File: src/rtl/constraint_search_ctrl_pkg.sv
// Shared definitions for the constraint search controller: FSM state
// encoding, the Galois LFSR feedback mask and the default per-check timeout.
package constraint_search_ctrl_pkg;

  typedef enum logic [1:0] {
    S_IDLE  = 2'd0,
    S_ISSUE = 2'd1,
    S_WAIT  = 2'd2,
    S_DONE  = 2'd3
  } state_e;

  localparam logic [31:0] LFSR_MASK      = 32'h80200003;
  localparam int          CHK_TO_DEFAULT = 64;

endpackage

File: src/rtl/constraint_search_ctrl_cand_gen.sv
// Candidate register and next-candidate generator.
// Macro CONSTRAINT_SEARCH_LFSR_EN selects a 32-bit Galois LFSR walk (seed 0
// is replaced by 1 so the LFSR never locks up); without it the generator is a
// plain +1 sweep that wraps at 2^32 and accepts seed 0 unchanged.
module cand_gen
  import constraint_search_ctrl_pkg::*;
(
  input  logic        clk,
  input  logic        rst,
  input  logic        load,
  input  logic [31:0] load_val,
  input  logic        step,
  output logic [31:0] cand
);

  logic [31:0] cand_q;
  logic [31:0] cand_d;

`ifdef CONSTRAINT_SEARCH_LFSR_EN
  function automatic logic [31:0] next_cand(input logic [31:0] c);
    logic [31:0] n;
    n = c >> 1;
    if (c[0]) n = n ^ LFSR_MASK;
    return n;
  endfunction

  function automatic logic [31:0] seed_cand(input logic [31:0] s);
    return (s == 32'h0) ? 32'h1 : s;
  endfunction
`else
  function automatic logic [31:0] next_cand(input logic [31:0] c);
    return c + 32'd1;
  endfunction

  function automatic logic [31:0] seed_cand(input logic [31:0] s);
    return s;
  endfunction
`endif

  // Load the seed on an accepted start, otherwise advance only when asked.
  always_comb begin
    cand_d = cand_q;
    if (load)      cand_d = seed_cand(load_val);
    else if (step) cand_d = next_cand(cand_q);
  end

  // Candidate register.
  always_ff @(posedge clk or posedge rst) begin
    if (rst) cand_q <= 32'h0;
    else     cand_q <= cand_d;
  end

  assign cand = cand_q;

endmodule

File: src/rtl/constraint_search_ctrl.sv
// Constraint search controller: issues candidates to an external checker one
// at a time until one is satisfied, the try limit is reached, a check times
// out, or the search is aborted.
// Optional feature: define CONSTRAINT_SEARCH_LFSR_EN for LFSR candidate order.
module constraint_search_ctrl
  import constraint_search_ctrl_pkg::*;
#(
  parameter int CHK_TO = CHK_TO_DEFAULT
) (
  input  logic        clk,
  input  logic        rst,
  input  logic        start,
  input  logic [31:0] seed,
  input  logic [15:0] max_tries,
  input  logic        abort,
  output logic [31:0] cand,
  output logic        cand_valid,
  input  logic        chk_done,
  input  logic        chk_sat,
  output logic        busy,
  output logic        done,
  output logic        found,
  output logic [31:0] solution,
  output logic [15:0] tries,
  output logic        timeout
);

  localparam int WCNT_W = (CHK_TO < 2) ? 1 : $clog2(CHK_TO);
  localparam logic [WCNT_W-1:0] WCNT_LAST = WCNT_W'(CHK_TO - 1);

  state_e            state_q, state_d;
  logic [15:0]       tries_q, tries_d;
  logic [15:0]       max_q, max_d;
  logic              found_q, found_d;
  logic [31:0]       sol_q, sol_d;
  logic              to_q, to_d;
  logic [WCNT_W-1:0] wcnt_q, wcnt_d;
  logic              cand_load;
  logic              cand_step;

  cand_gen u_cand_gen (
    .clk      (clk),
    .rst      (rst),
    .load     (cand_load),
    .load_val (seed),
    .step     (cand_step),
    .cand     (cand)
  );

  // Next-state and result bookkeeping. Abort outranks a same-cycle checker
  // response, and a response outranks a same-cycle timeout.
  always_comb begin
    state_d   = state_q;
    tries_d   = tries_q;
    max_d     = max_q;
    found_d   = found_q;
    sol_d     = sol_q;
    to_d      = to_q;
    wcnt_d    = wcnt_q;
    cand_load = 1'b0;
    cand_step = 1'b0;
    case (state_q)
      S_IDLE: begin
        if (start) begin
          cand_load = 1'b1;
          tries_d   = 16'd0;
          max_d     = max_tries;
          found_d   = 1'b0;
          sol_d     = 32'h0;
          to_d      = 1'b0;
          wcnt_d    = '0;
          state_d   = (max_tries == 16'd0) ? S_DONE : S_ISSUE;
        end
      end
      S_ISSUE: begin
        tries_d = tries_q + 16'd1;
        wcnt_d  = '0;
        state_d = abort ? S_DONE : S_WAIT;
      end
      S_WAIT: begin
        wcnt_d = wcnt_q + 1'b1;
        if (abort) begin
          state_d = S_DONE;
        end else if (chk_done) begin
          if (chk_sat) begin
            found_d = 1'b1;
            sol_d   = cand;
            state_d = S_DONE;
          end else if (tries_q < max_q) begin
            cand_step = 1'b1;
            state_d   = S_ISSUE;
          end else begin
            state_d = S_DONE;
          end
        end else if (wcnt_q == WCNT_LAST) begin
          to_d    = 1'b1;
          state_d = S_DONE;
        end
      end
      S_DONE: begin
        state_d = S_IDLE;
      end
      default: begin
        state_d = S_IDLE;
      end
    endcase
  end

  // Control and result registers.
  always_ff @(posedge clk or posedge rst) begin
    if (rst) begin
      state_q <= S_IDLE;
      tries_q <= 16'd0;
      max_q   <= 16'd0;
      found_q <= 1'b0;
      sol_q   <= 32'h0;
      to_q    <= 1'b0;
      wcnt_q  <= '0;
    end else begin
      state_q <= state_d;
      tries_q <= tries_d;
      max_q   <= max_d;
      found_q <= found_d;
      sol_q   <= sol_d;
      to_q    <= to_d;
      wcnt_q  <= wcnt_d;
    end
  end

  assign cand_valid = (state_q == S_ISSUE);
  assign busy       = (state_q != S_IDLE);
  assign done       = (state_q == S_DONE);
  assign found      = found_q;
  assign solution   = sol_q;
  assign tries      = tries_q;
  assign timeout    = to_q;

endmodule

File: config.mk
export PLATFORM = sky130hd
export DESIGN_NAME = constraint_search_ctrl
export DESIGN_NICKNAME = d
export VERILOG_FILES = /design/src/rtl/constraint_search_ctrl_pkg.sv /design/src/rtl/constraint_search_ctrl_cand_gen.sv /design/src/rtl/constraint_search_ctrl.sv
export SDC_FILE = /design/constraint.sdc
export NUM_CORES = 1
export LEC_CHECK = 0
export CORE_MARGIN = 2
export CORE_UTILIZATION = 40
export CTS_CLUSTER_DIAMETER = 40
export DETAILED_ROUTE_END_ITERATION = 10
export PLACE_DENSITY = 0.66
export SLEW_MARGIN = 30
export SYNTH_ARGS = -nofsm -noshare
export SYNTH_HDL_FRONTEND = slang
export SYNTH_SLANG_ARGS = --single-unit
File: constraint.sdc
create_clock -name clk -period 3.7 [get_ports clk]
set_clock_uncertainty 0.05 [all_clocks]
set_input_delay 0.74 -clock clk [delete_from_list [all_inputs] [get_ports clk]]
set_output_delay 0.74 -clock clk [all_outputs]
set_load 0.005 [all_outputs]
==> impl_metrics.env <==
export IMPL_outcome="finished clean"
export IMPL_ys_flop_type="dfrtp_1"
export IMPL_fmax_mhz=348
export IMPL_drive_gt1_share_pct=4.48
export IMPL_hpwl_mm=10.7
export IMPL_cts_root_buffer="clkbuf_16"
export IMPL_crit_required_ns=3.92
export IMPL_syn_avg_cell_area_um2=9.08
export IMPL_htree_num_levels=3
export IMPL_fillCellCount=1177
export IMPL_cp_arrival_ns=3.09
export IMPL_dieArea_um2=14100
export IMPL_drcViolationCount=0
export IMPL_grt_pass1_wl_mm=24.8
export IMPL_num_io_pins=139
export IMPL_crit_path_cell_trace="clkdlybuf4s50_1 > nor2b_1 > o2111a_1 > o311ai_4 > nor2_2 > nand2_1 > or3_1 > a31oi_1"
export IMPL_grt_setup_unrepaired="no"
export IMPL_slowest_delay_ns=0.49
export IMPL_grt_ovfl_total=0
export IMPL_drt_iter0_drc=347
export IMPL_synthCells=580
export IMPL_track_usage_pct=21.9
export IMPL_synth_async_reset_ratio_pct=100
export IMPL_numCtsBuffers=9
export IMPL_peakVddDrop_mv=0.217
export IMPL_cp_num_buf_inv=1
export IMPL_antenna_cells=0
export IMPL_final_net_count=784
export IMPL_slew_viol_final=0
export IMPL_syn_to_final_growth_pct=34.9
export IMPL_hold_viol=0
export IMPL_crit_fanout=11
export IMPL_pwr_density_cell_nw_per_um2=674
export IMPL_hold_path_class="reg -> reg"
export IMPL_setup_tns_final_ns=0
export IMPL_yosys_area_top_type="dfrtp_1"
export IMPL_period_share_pct=77.6
export IMPL_vias=4788
export IMPL_worstMarginPinSlew_ns=0.574
export IMPL_slew_headroom_pct=61.7
export IMPL_cts_resized_gates=0
export IMPL_rows=41
export IMPL_cts_sinks=106
export IMPL_ys_ff_latch=106
export IMPL_p_comb_share_pct=39.9
export IMPL_hold_path_startpoint="found"
export IMPL_ys_warn_count=0
export IMPL_postCtsHoldBufs=0
export IMPL_max_cap_violations=0
export IMPL_start_util_pct=41.4
export IMPL_synth_edff_count=0
export IMPL_clockBufferDepth=2
export IMPL_yosys_area_top_type_share_pct=50.4
export IMPL_yosysSeqAreaShare_pct=50.4
export IMPL_worstSkewPairLatency_ns=0.34
export IMPL_die_w_um=119
export IMPL_viasPerCell=5.40
export IMPL_clkTransAtPathRegs_ns=0.07
export IMPL_grt_max_degree=65
export IMPL_synth_common_cells="nand2_1 (132), dfrtp_1 (106), nand3_1 (61)"
export IMPL_grt_pass1_vias=4752
export IMPL_end_kind="flip-flop"
export IMPL_cts_tree="built"
export IMPL_die_h_um=119
export IMPL_antenna_left=0
export IMPL_post_synth_top_count_cell="nand2_1"
export IMPL_antenna_found_initial=0
export IMPL_crit_reg2reg_launch="tries[7]"
export IMPL_finalSetupViolCount=0
export IMPL_p_clk_share_pct=17.7
export IMPL_syn_nets=652
export IMPL_critPathTopFamily="simple AND/OR/NAND/NOR gates"
export IMPL_yosys_top_cells_area="dfrtp_1 (50%), nand2_1 (9.4%), nand3_1 (5.8%)"
export IMPL_synth_area_um2=5270
export IMPL_p_leak_nw=3.14
export IMPL_critPathSlowestCell="clkdlybuf4s50_1"
export IMPL_coreArea_um2=12700
export IMPL_dr_pass1_iters=5
export IMPL_period_needed_ns=2.87
export IMPL_postCtsSetupRepairBufs=0
export IMPL_critPathKind="in -> reg"
export IMPL_swShare_pct=35.9
export IMPL_p_seq_share_pct=42.4
export IMPL_gp_congestion=0.858
export IMPL_p_int_w=0.00307
export IMPL_hold_ws_ns=0.431
export IMPL_ys_types=47
export IMPL_routed_wl_mm=15.0
export IMPL_start_kind="input pin"
export IMPL_numPortBuffers=138
export IMPL_crit_path_start="chk_done"
export IMPL_switching_power_w=0.00172
export IMPL_wl_per_cell_um=17.0
-- tightest hold or removal path, cell delays in order (launching register included) --
cell,delay [ns]
dfrtp_1,0.34
nand2_1,0.05
nand2_1,0.06
-- flip-flops by register name, summed over array words and instances (netlist names) --
register	flops
u_cand_gen.cand	32
found	1
solution	32
state_q	2
tries	16
wcnt_q	6
timeout	1
max_q	16
-- placed cells by master, fill, tap and decap left out, types with 15 or more instances in the layout --
master	instances
inv_1	17
and3_1	15
ha_1	18
clkdlybuf4s50_1	138
dfrtp_1	106
xor2_1	22
nand3_1	61
nand4_1	16
o21ai_0	53
nand2_1	131
nor2_1	24
a21oi_1	17
-- per-layer routing --
layer  GRT usage [%]  wire length, um
met5               0                0
met2            34.1             6720
met4            5.43              200
met3            4.97             1020
met1            31.1             7110
-- path summary, 6_finish.rpt --
| path | to | slack (ns) | depth (start not counted) |
|---|---|---|---|
| hold reg to reg | found | 0.43 | 2 |
| max in group asynchronous | solution[31] | 2.10 | 3 |
| setup / recovery | u_cand_gen.cand[31] | 0.83 | 8 |
| hold / removal | found | 0.43 | 2 |
| setup reg to reg | u_cand_gen.cand[31] | 0.84 | 8 |
| min in group asynchronous | wcnt_q[3] | 0.75 | 2 |
-- per-stage QoR --
step / setup slack (ns) / power, W / util, % / cell area (um2) / instances
finish: 0.830 / 0.00479 / 55.8 / 7100 / 886
floorplan: 0.121 / 0.00285 / - / 5270 / 580
detailed placement: 0.466 / 0.00395 / 53.9 / 6860 / 873
global route: 0.641 / 0.00512 / 55.8 / 7100 / 886
CTS: 0.827 / 0.00480 / 55.8 / 7100 / 886
global placement: 0.598 / 0.00386 / 53.9 / 6860 / 873
-- power groups by stage --
stage               Combinational [W]  Sequential [W]  Clock (W)
floorplan                    0.000909         0.00194          0
global placement              0.00184         0.00202          0
detailed placement            0.00191         0.00204          0
CTS                           0.00192         0.00203   0.000857
global route                  0.00211         0.00209   0.000915
finish                        0.00191         0.00203   0.000848
-- kinds of logic (layout without fill, tap and decap cells) --
logic type      count (synthesis)  count (layout)  synth area share [%]
xor+xnor                       28              28                  4.66
simple gates                  286             286                  25.7
compound gates                 92              92                  10.6
flops                         106             106                  50.4
buf+inv                        44             178                  3.18
fa+ha+maj                      18              18                  4.28
mux                             6               6                  1.21
-- layout make-up --
cell class | instances | area (um2) | area share, %
sequential | 106 | 2650 | 37.3
multi-input combinational | 430 | 2450 | 34.6
timing repair buffer | 146 | 1470 | 20.6
clock buffer | 12 | 236 | 3.33
tap | 172 | 215 | 3.03
inverter | 19 | 73.8 | 1.04
clock inverter | 1 | 5.00 | 0.0704
Note: power is estimated with default switching activity, not from simulation.
